File: src/rtl/hazard_ctrl_pkg.sv
// Shared types for the pipeline hazard controller: forwarding-select codes,
// FSM state codes and the bundle of pipeline-sequencing controls.
package hazard_ctrl_pkg;

  localparam int REG_W = 5;

  typedef enum logic [1:0] {
    FWD_REG   = 2'b00,
    FWD_EXMEM = 2'b01,
    FWD_MEMWB = 2'b10
  } fwd_sel_e;

  typedef enum logic {
    ST_RUN     = 1'b0,
    ST_MEMWAIT = 1'b1
  } state_e;

  typedef struct packed {
    logic pc_stall;
    logic if_id_stall;
    logic if_id_flush;
    logic id_ex_bubble;
    logic ex_mem_stall;
  } ctrl_t;

  // A producer feeds a consumer only if it writes a register other than x0.
  function automatic logic rd_match(input logic [REG_W-1:0] rd,
                                    input logic             we,
                                    input logic [REG_W-1:0] rs);
    return we && (rd != '0) && (rd == rs);
  endfunction

endpackage

File: src/rtl/hazard_ctrl_fwd_unit.sv
// Combinational operand forwarding for EX and write-through bypass for the
// ID-stage register-file read ports.
module hazard_ctrl_fwd_unit
  import hazard_ctrl_pkg::*;
(
  input  logic [REG_W-1:0] ex_rs1_addr,
  input  logic [REG_W-1:0] ex_rs2_addr,
  input  logic [REG_W-1:0] id_rs1_addr,
  input  logic [REG_W-1:0] id_rs2_addr,
  input  logic             id_use_rs1,
  input  logic             id_use_rs2,
  input  logic [REG_W-1:0] mem_rd_addr,
  input  logic             mem_regWrite,
  input  logic [REG_W-1:0] wb_rd_addr,
  input  logic             wb_regWrite,
  output fwd_sel_e         fwd_a,
  output fwd_sel_e         fwd_b,
  output logic             id_byp_rs1,
  output logic             id_byp_rs2
);

  // The younger producer (EX/MEM) holds the newer value, so it wins over MEM/WB.
  function automatic fwd_sel_e pick(input logic [REG_W-1:0] rs);
    if (rd_match(mem_rd_addr, mem_regWrite, rs)) return FWD_EXMEM;
    if (rd_match(wb_rd_addr, wb_regWrite, rs))   return FWD_MEMWB;
    return FWD_REG;
  endfunction

  assign fwd_a = pick(ex_rs1_addr);
  assign fwd_b = pick(ex_rs2_addr);

  assign id_byp_rs1 = id_use_rs1 && rd_match(wb_rd_addr, wb_regWrite, id_rs1_addr);
  assign id_byp_rs2 = id_use_rs2 && rd_match(wb_rd_addr, wb_regWrite, id_rs2_addr);

endmodule

File: src/rtl/hazard_ctrl.sv
// Pipeline hazard controller: load-use stalls, EX branch flushes, data-memory
// waits with timeout detection, forwarding/bypass selects and perf counters.
module hazard_ctrl
  import hazard_ctrl_pkg::*;
#(
  parameter int MEM_TIMEOUT = 64,
  parameter int CNT_W       = 32
) (
  input  logic             clk,
  input  logic             rstn,
  input  logic [REG_W-1:0] id_rs1_addr,
  input  logic [REG_W-1:0] id_rs2_addr,
  input  logic             id_use_rs1,
  input  logic             id_use_rs2,
  input  logic [REG_W-1:0] ex_rs1_addr,
  input  logic [REG_W-1:0] ex_rs2_addr,
  input  logic [REG_W-1:0] ex_rd_addr,
  input  logic             ex_regWrite,
  input  logic             ex_MemRead,
  input  logic [REG_W-1:0] mem_rd_addr,
  input  logic             mem_regWrite,
  input  logic [REG_W-1:0] wb_rd_addr,
  input  logic             wb_regWrite,
  input  logic             ex_branch_taken,
  input  logic             mem_busy,
  output logic             pc_stall,
  output logic             if_id_stall,
  output logic             if_id_flush,
  output logic             id_ex_bubble,
  output logic             ex_mem_stall,
  output logic [1:0]       fwd_a,
  output logic [1:0]       fwd_b,
  output logic             id_byp_rs1,
  output logic             id_byp_rs2,
  output logic             mem_timeout,
  output logic [CNT_W-1:0] stall_cnt,
  output logic [CNT_W-1:0] flush_cnt
);

  localparam int                  TIMER_W   = $clog2(MEM_TIMEOUT + 1);
  localparam logic [TIMER_W-1:0]  TIMER_MAX = TIMER_W'(MEM_TIMEOUT);

  state_e             state;
  logic [TIMER_W-1:0] timer;
  ctrl_t              ctrl;
  fwd_sel_e           fwd_a_raw, fwd_b_raw;
  logic               byp1_raw, byp2_raw;
  logic               load_use;

  hazard_ctrl_fwd_unit u_fwd (
    .ex_rs1_addr  (ex_rs1_addr),
    .ex_rs2_addr  (ex_rs2_addr),
    .id_rs1_addr  (id_rs1_addr),
    .id_rs2_addr  (id_rs2_addr),
    .id_use_rs1   (id_use_rs1),
    .id_use_rs2   (id_use_rs2),
    .mem_rd_addr  (mem_rd_addr),
    .mem_regWrite (mem_regWrite),
    .wb_rd_addr   (wb_rd_addr),
    .wb_regWrite  (wb_regWrite),
    .fwd_a        (fwd_a_raw),
    .fwd_b        (fwd_b_raw),
    .id_byp_rs1   (byp1_raw),
    .id_byp_rs2   (byp2_raw)
  );

  // A load always writes rd, so ex_regWrite only confirms what ex_MemRead implies.
  assign load_use = ex_MemRead && ex_regWrite &&
                    ((id_use_rs1 && rd_match(ex_rd_addr, 1'b1, id_rs1_addr)) ||
                     (id_use_rs2 && rd_match(ex_rd_addr, 1'b1, id_rs2_addr)));

  always_comb begin
    // NOTE: default every output first so no path through the ifs infers a latch.
    ctrl = '0;
    if (!rstn) begin
      ctrl = '0;
    end else if (mem_busy) begin
      // The whole pipe freezes; a taken branch in EX stays put and flushes later.
      ctrl.pc_stall     = 1'b1;
      ctrl.if_id_stall  = 1'b1;
      ctrl.ex_mem_stall = 1'b1;
    end else if (ex_branch_taken) begin
      // The ID instruction is wrong-path, so any load-use hazard it has is moot.
      ctrl.if_id_flush  = 1'b1;
      ctrl.id_ex_bubble = 1'b1;
    end else if (load_use) begin
      ctrl.pc_stall     = 1'b1;
      ctrl.if_id_stall  = 1'b1;
      ctrl.id_ex_bubble = 1'b1;
    end
  end

  assign pc_stall     = ctrl.pc_stall;
  assign if_id_stall  = ctrl.if_id_stall;
  assign if_id_flush  = ctrl.if_id_flush;
  assign id_ex_bubble = ctrl.id_ex_bubble;
  assign ex_mem_stall = ctrl.ex_mem_stall;
  assign fwd_a        = rstn ? fwd_a_raw : FWD_REG;
  assign fwd_b        = rstn ? fwd_b_raw : FWD_REG;
  assign id_byp_rs1   = rstn && byp1_raw;
  assign id_byp_rs2   = rstn && byp2_raw;

  always_ff @(posedge clk or negedge rstn) begin
    if (!rstn) begin
      state       <= ST_RUN;
      timer       <= '0;
      mem_timeout <= 1'b0;
      stall_cnt   <= '0;
      flush_cnt   <= '0;
    end else begin
      // NOTE: non-blocking assignments keep every register sampling pre-edge values.
      case (state)
        ST_RUN: begin
          if (mem_busy) state <= ST_MEMWAIT;
        end
        ST_MEMWAIT: begin
          if (!mem_busy) begin
            state <= ST_RUN;
            timer <= '0;
          end else if (timer != TIMER_MAX) begin
            timer <= timer + TIMER_W'(1);
            if (timer == TIMER_MAX - TIMER_W'(1)) mem_timeout <= 1'b1;
          end
        end
      endcase
      if (ctrl.pc_stall)    stall_cnt <= stall_cnt + CNT_W'(1);
      if (ctrl.if_id_flush) flush_cnt <= flush_cnt + CNT_W'(1);
    end
  end

endmodule

File: config.mk
export PLATFORM = sky130hd
export DESIGN_NAME = hazard_ctrl
export DESIGN_NICKNAME = d
export VERILOG_FILES = /design/src/rtl/hazard_ctrl_pkg.sv /design/src/rtl/hazard_ctrl_fwd_unit.sv /design/src/rtl/hazard_ctrl.sv
export SDC_FILE = /design/constraint.sdc
export NUM_CORES = 1
export LEC_CHECK = 0
export CORE_UTILIZATION = 51
export DETAILED_ROUTE_END_ITERATION = 10
export PLACE_DENSITY = 0.88
export SETUP_SLACK_MARGIN = 0.2
export SKIP_LAST_GASP = 1
export SLEW_MARGIN = 20
export SYNTH_ARGS = -nofsm -noshare
export SYNTH_HDL_FRONTEND = slang
export SYNTH_SLANG_ARGS = --single-unit
File: constraint.sdc
create_clock -name clk -period 6.25 [get_ports clk]
set_input_delay 1.25 -clock clk [delete_from_list [all_inputs] [get_ports clk]]
set_output_delay 1.25 -clock clk [all_outputs]
set_load 0.02 [all_outputs]
---- Word-level counts from Yosys, hierarchy flattened ----
Cells that the tools add are included.
cells by class
  reductions and logical operators ........ 24
  mux-type cells .......................... 27
  add/sub/neg operators ................... 3
  equal/unequal tests ..................... 11
operators by type and width
  operator                                                number
  adder 32 x 1 -> 32 bit (second input constant)          2
  equality test 5 bit                                     8
  two-way mux 2 bit                                       14
  logical AND 1 bit                                       18
  nonzero test 5 bit                                      3
  two-way mux 7 bit                                       2
  two-way mux 1 bit                                       10
  adder 7 x 1 -> 7 bit (second input constant)            1
  equality test 7 x 6 -> 1 bit (second input constant)    1
  inequality test 7 bit (second input constant)           1
  two-way mux 5 bit                                       1
  AND reduction 4 bit                                     1
  inequality test 2 x 1 -> 1 bit (second input constant)  1
  AND reduction 2 bit                                     1
  logical OR 1 bit                                        1
word-level totals
  logic and storage cells ................. 70
  register bits ........................... 73

---- Depth between registers and ports, before layout ----
  depth in word-level cells ............... 9
  mapped depth ............................ 8

---- Cells and area by module ----
From an unflattened synthesis, not the netlist that was laid out.
second synthesis, totals
  cells, all modules ...................... 394
  area total of the unflattened synthesis .. 4,025.1 um^2
by module, submodules not included
  module                area an instance (um^2)  instances  cells each  seq. area each (um^2)
  hazard_ctrl           3,609.7                  1          339         1,826.8
  hazard_ctrl_fwd_unit  415.4                    1          55          0.0

---- Least setup slack after synthesis ----
OpenSTA, ideal clock, no wires.
  path kind ............................... in2out
  start ................................... input wb_rd_addr[3]
  end ..................................... output fwd_a[1]
  buffers on the path ..................... 1
  arrival time ............................ 2.883 ns
  stages on the path ...................... 5
  data required time ...................... 5.000 ns
  setup slack ............................. 2.117 ns
  path through ............................ clkbuf_1 > or4_1 > o211ai_1 > or4_1 > nor4_1
between the ends
  cells in the longest elaborated chain, start to end .. 8
  elaborated cells between the ends (all ways) .. 10
  classes of those cells .................. eq/ne (1); mux (6); reduce/logical (3)
RTL lines
  what                             RTL line                    source
  start, declared                  hazard_ctrl.sv:22           input logic [REG_W-1:0] wb_rd_addr,
  nonzero test 5 bit               hazard_ctrl_pkg.sv:30       return we && (rd != '0) && (rd == rs);
  logical AND 1 bit                hazard_ctrl_pkg.sv:30
  logical AND 1 bit *              hazard_ctrl_pkg.sv:30
  two-way mux 1 bit (2 in series)  hazard_ctrl_fwd_unit.sv:25  if (rd_match(wb_rd_addr, wb_regWrite, rs)) return FWD_MEMWB;
  two-way mux 2 bit *              hazard_ctrl_fwd_unit.sv:26  return FWD_REG;
  two-way mux 2 bit *              hazard_ctrl_fwd_unit.sv:25
  two-way mux 2 bit *              hazard_ctrl.sv:98           assign fwd_a = rstn ? fwd_a_raw : FWD_REG;
  end, declared                    hazard_ctrl.sv:31           output logic [1:0] fwd_a,
Every way passes the cells marked *; elsewhere a longest branch is shown, timed or not. The select of a mux whose other input is x is not followed.

---- Final worst setup path ----
  start ................................... input ex_rd_addr[0]
  end ..................................... output if_id_stall
between the ends
  cells in the longest elaborated chain, start to end .. 9
  elaborated cells between the ends (all ways) .. 13
  classes of those cells .................. eq/ne (2); mux (4); reduce/logical (7)
RTL lines
  what                                                              RTL line                              source
  start, declared                                                   hazard_ctrl.sv:17                     input logic [REG_W-1:0] ex_rd_addr,
  equality test 5 bit / nonzero test 5 bit (equally long branches)  hazard_ctrl_pkg.sv:30
  logical AND 1 bit                                                 hazard_ctrl_pkg.sv:30
  logical AND 1 bit, on equally long branches                       hazard_ctrl.sv:69, hazard_ctrl.sv:70
  logical OR 1 bit *                                                hazard_ctrl.sv:69                     ((id_use_rs1 && rd_match(ex_rd_addr, 1'b1, id_rs1_addr)) ||
  logical AND 1 bit *                                               hazard_ctrl.sv:68                     assign load_use = ex_MemRead && ex_regWrite &&
  two-way mux 2 bit *                                               hazard_ctrl.sv:86                     end else if (load_use) begin
  two-way mux 2 bit *                                               hazard_ctrl.sv:82                     end else if (ex_branch_taken) begin
  two-way mux 2 bit *                                               hazard_ctrl.sv:77                     end else if (mem_busy) begin
  two-way mux 5 bit *                                               hazard_ctrl.sv:75                     if (!rstn) begin
  end, declared                                                     hazard_ctrl.sv:27                     output logic if_id_stall,
Every way passes the cells marked *; elsewhere a longest branch is shown, timed or not.

==> impl_metrics.toml <==
[outcome]
status = "finished clean"

[floorplan]
core-area_um2 = 7410
die_area_um2 = 8210
start_util_pct = 54.1
die_h_um = 90.6
pin_count = 121
dieWidth_um = 90.6
num_rows = 31

[global_route]
use_met3_pct = 4.55
antenna_found_initial = 0
grt_usage_pct = 24.1
met1_usage_pct = 30.2
grt_overflow = 0
busiest_layer = "met2"
grt_pass1_vias = 3345
grtUsageMet2_pct = 41.9
grt_pass1_wl_um = 15900
grt_max_degree = 65

[cts]
cts_max_level = 3
postCtsHoldBufs = 0
cts_tree = "built"
clk_pin_slew_worst_paths_ps = 90
clk-insertion-delay-late_ps = 340
ctsResizeCount = 0
postCtsSetupBuffers = 0
cts-buffers-inserted = 9
root_buffer = "clkbuf_8"
cts_buffer_depth = 2
cts.sinks = 73

[setup_path]
worst-r2r-cell-count = 5
cp_common_cell = "clkdlybuf4s50_1"
crit_buf_inv = 4
reg2reg_slack_ps = 4150
path_cells = "clkdlybuf4s50_1 -> or3_1 -> o311a_1 -> a31oi_4 -> buf_4 -> inv_2 -> clkdlybuf4s50_1"
slowest_delay_ps = 550
cp-end-kind = "primary output"
r2r_start = "stall_cnt[2]$_DFFE_PN0P_"
critical_path.startpoint_type = "primary input"
cp.arrival_ps = 3600
worst_r2r_endpoint = "stall_cnt[31]$_DFFE_PN0P_"
worst-path-stages = 7
cp_slowest_cell = "clkdlybuf4s50_1"
cpLargestDelayFamily = "buffers and inverters"
path_max_fanout = 31
worstPathRequired_ps = 5000
worstSetupPathType = "in -> out"

[timing]
rsz0062_at_grt = "false"
final_max_slew_viol_count = 0
fin_crit_sh_pct = 77.6
hold_viol_final = 0
finalWorstSetupSlack_ps = 1400
tightest_slew_ps = 785
tns_ps = 0
clock.fmax_mhz = 206
max_slew_margin_pct = 47.6
period_needed_ps = 4850
fin_worst_skew_ps = 9.90
setup_viol = 0

[power_and_ir_drop]
powerDensity_nw_per_um2 = 227
power.leakage_nw = 2.28
ir_drop_v = 0.000101

[synth]
ys_warn_count = 0
synth_nets = 442
syn_inst = 393
synth_cell_types = 42
avgSynthCellArea_um2 = 10.2
synth_seq_cells = 73
ys_seq_area_share_pct = 45.6
synth_area_um2 = 4010

[detailed_routing]
wl_per_cell_um = 15.4
routed_via_density = 5.42
ant_nets = 0
drc = 0
drtIter0Drc = 157
vias = 3325
drt-pass1-iter-count = 4
wl_um = 9410

[place]
dp_slack_ps = 1380
dp_hpwl_um = 7080
numPortBuffers = 120
place.gp.congestion = 0.930

[worst_hold_path]
worstHoldStart = "mem_timeout$_DFFE_PN0P_"
hold_path.class = "reg -> reg"
hold_end = "mem_timeout$_DFFE_PN0P_"
holdPathStages = 2

[layout]
layout_common_cells = "clkdlybuf4s50_1 (119), dfrtp_1 (73), xnor2_1 (57)"
final_layout_size_suffix_gt1_share_pct = 5.64
final_common_cell = "clkdlybuf4s50_1"
final_nets = 558
syn2layout_area_growth_pct = 35.7
fin_util_pct = 73.4
antenna_cells = 0

[flow_run]
cap_viol_max_count = 0
[power breakdown]
group | internal [mW] | switching [mW]
clock | 0.156 | 0.181
combinational | 0.159 | 0.157
sequential | 0.517 | 0.0640
[how the worst max path moves through the flow]
| stage | to | startpoint |
|---|---|---|
| 6_report | if_id_stall | ex_rd_addr[0] |
| 5_1_grt | fwd_b[1] | mem_rd_addr[1] |
| 4_1_cts | if_id_stall | ex_rd_addr[0] |
| 3_5_place_dp | fwd_b[1] | wb_rd_addr[0] |
| 3_3_place_gp | if_id_stall | ex_rd_addr[0] |
| 2_1_floorplan | fwd_a[1] | wb_rd_addr[3] |
[cell usage after synthesis]
master | n | share of area (%)
nor2_1 | 15 | 1.4
nand3_1 | 28 | 3.5
a32o_1 | 1 | 0.25
o211ai_1 | 1 | 0.19
o22ai_2 | 1 | 0.31
and3_1 | 10 | 1.6
a31oi_4 | 1 | 0.53
o21ai_0 | 4 | 0.50
nand4_1 | 20 | 3.1
and2_1 | 3 | 0.47
nor3_2 | 2 | 0.50
o31ai_1 | 2 | 0.37
clkbuf_1 | 8 | 0.75
o41a_1 | 1 | 0.28
or3_1 | 3 | 0.47
buf_1 | 1 | 0.094
and3b_1 | 1 | 0.22
and4_1 | 6 | 1.3
a21oi_1 | 1 | 0.12
nand2_1 | 34 | 3.2
inv_2 | 1 | 0.094
o41ai_1 | 1 | 0.22
inv_1 | 11 | 1.0
buf_6 | 1 | 0.28
buf_2 | 4 | 0.50
or4_1 | 5 | 0.94
nor2b_1 | 3 | 0.47
xor2_1 | 47 | 10
nor3_1 | 9 | 1.1
and4_4 | 1 | 0.28
ha_1 | 4 | 1.2
nor4_1 | 18 | 2.8
xnor2_1 | 57 | 12
nand3_2 | 1 | 0.25
o311a_1 | 1 | 0.25
nor4b_1 | 4 | 0.87
nor4b_2 | 1 | 0.37
mux2_2 | 1 | 0.28
buf_4 | 3 | 0.56
dfrtp_1 | 73 | 46
mux2_4 | 1 | 0.37
nor3b_1 | 3 | 0.56
[through the flow]
step | total power [mW] | area [um2] | instances | hold WS, ps
after floorplan | 0.736 | 4010 | 393 | 475
after global placement | 0.896 | 5260 | 597 | 464
after detailed placement | 0.906 | 5260 | 597 | 454
after CTS | 1.24 | 5440 | 613 | 481
after global routing | 1.29 | 5440 | 613 | 500
final | 1.23 | 5440 | 613 | 479
[registers in the layout, indices dropped and copies added, names as in the netlist]
signal and count:
flush_cnt 32, mem_timeout 1, stall_cnt 32, state 1, timer 7
[cell type report]
cell class                 count  area [um2]
clock buffer                  10         138
clock inverter                 6        42.5
fill                         540        1970
inverter                      12        45.0
multi-input combinational    291        2050
sequential                    73        1830
tap                           99         124
timing repair buffer         122        1210
[per-layer routing]
layer / routed length, um / up-vias
met5: 0 / -
li1: - / 1602
met3: 325 / 14
met1: 4050 / 1619
met4: 139 / 0
met2: 4900 / 90
[worst register-to-register path: stages (launching register included)]
cell,delay [ps]
dfrtp_1,430
and3_1,200
nand3_1,150
or3_1,530
or4_1,550
xnor2_1,140
[cells by family (layout without fill, tap and decap cells)]
kind of cell | after synthesis | in the layout | share of synthesized area, %
flops | 73 | 73 | 45.6
simple gates | 167 | 167 | 23.4
fa+ha+maj | 4 | 4 | 1.25
compound gates | 14 | 14 | 3.03
mux | 2 | 2 | 0.656
xor+xnor | 104 | 104 | 22.7
buf+inv | 29 | 150 | 3.31
Note: power is estimated with default switching activity, not from simulation.
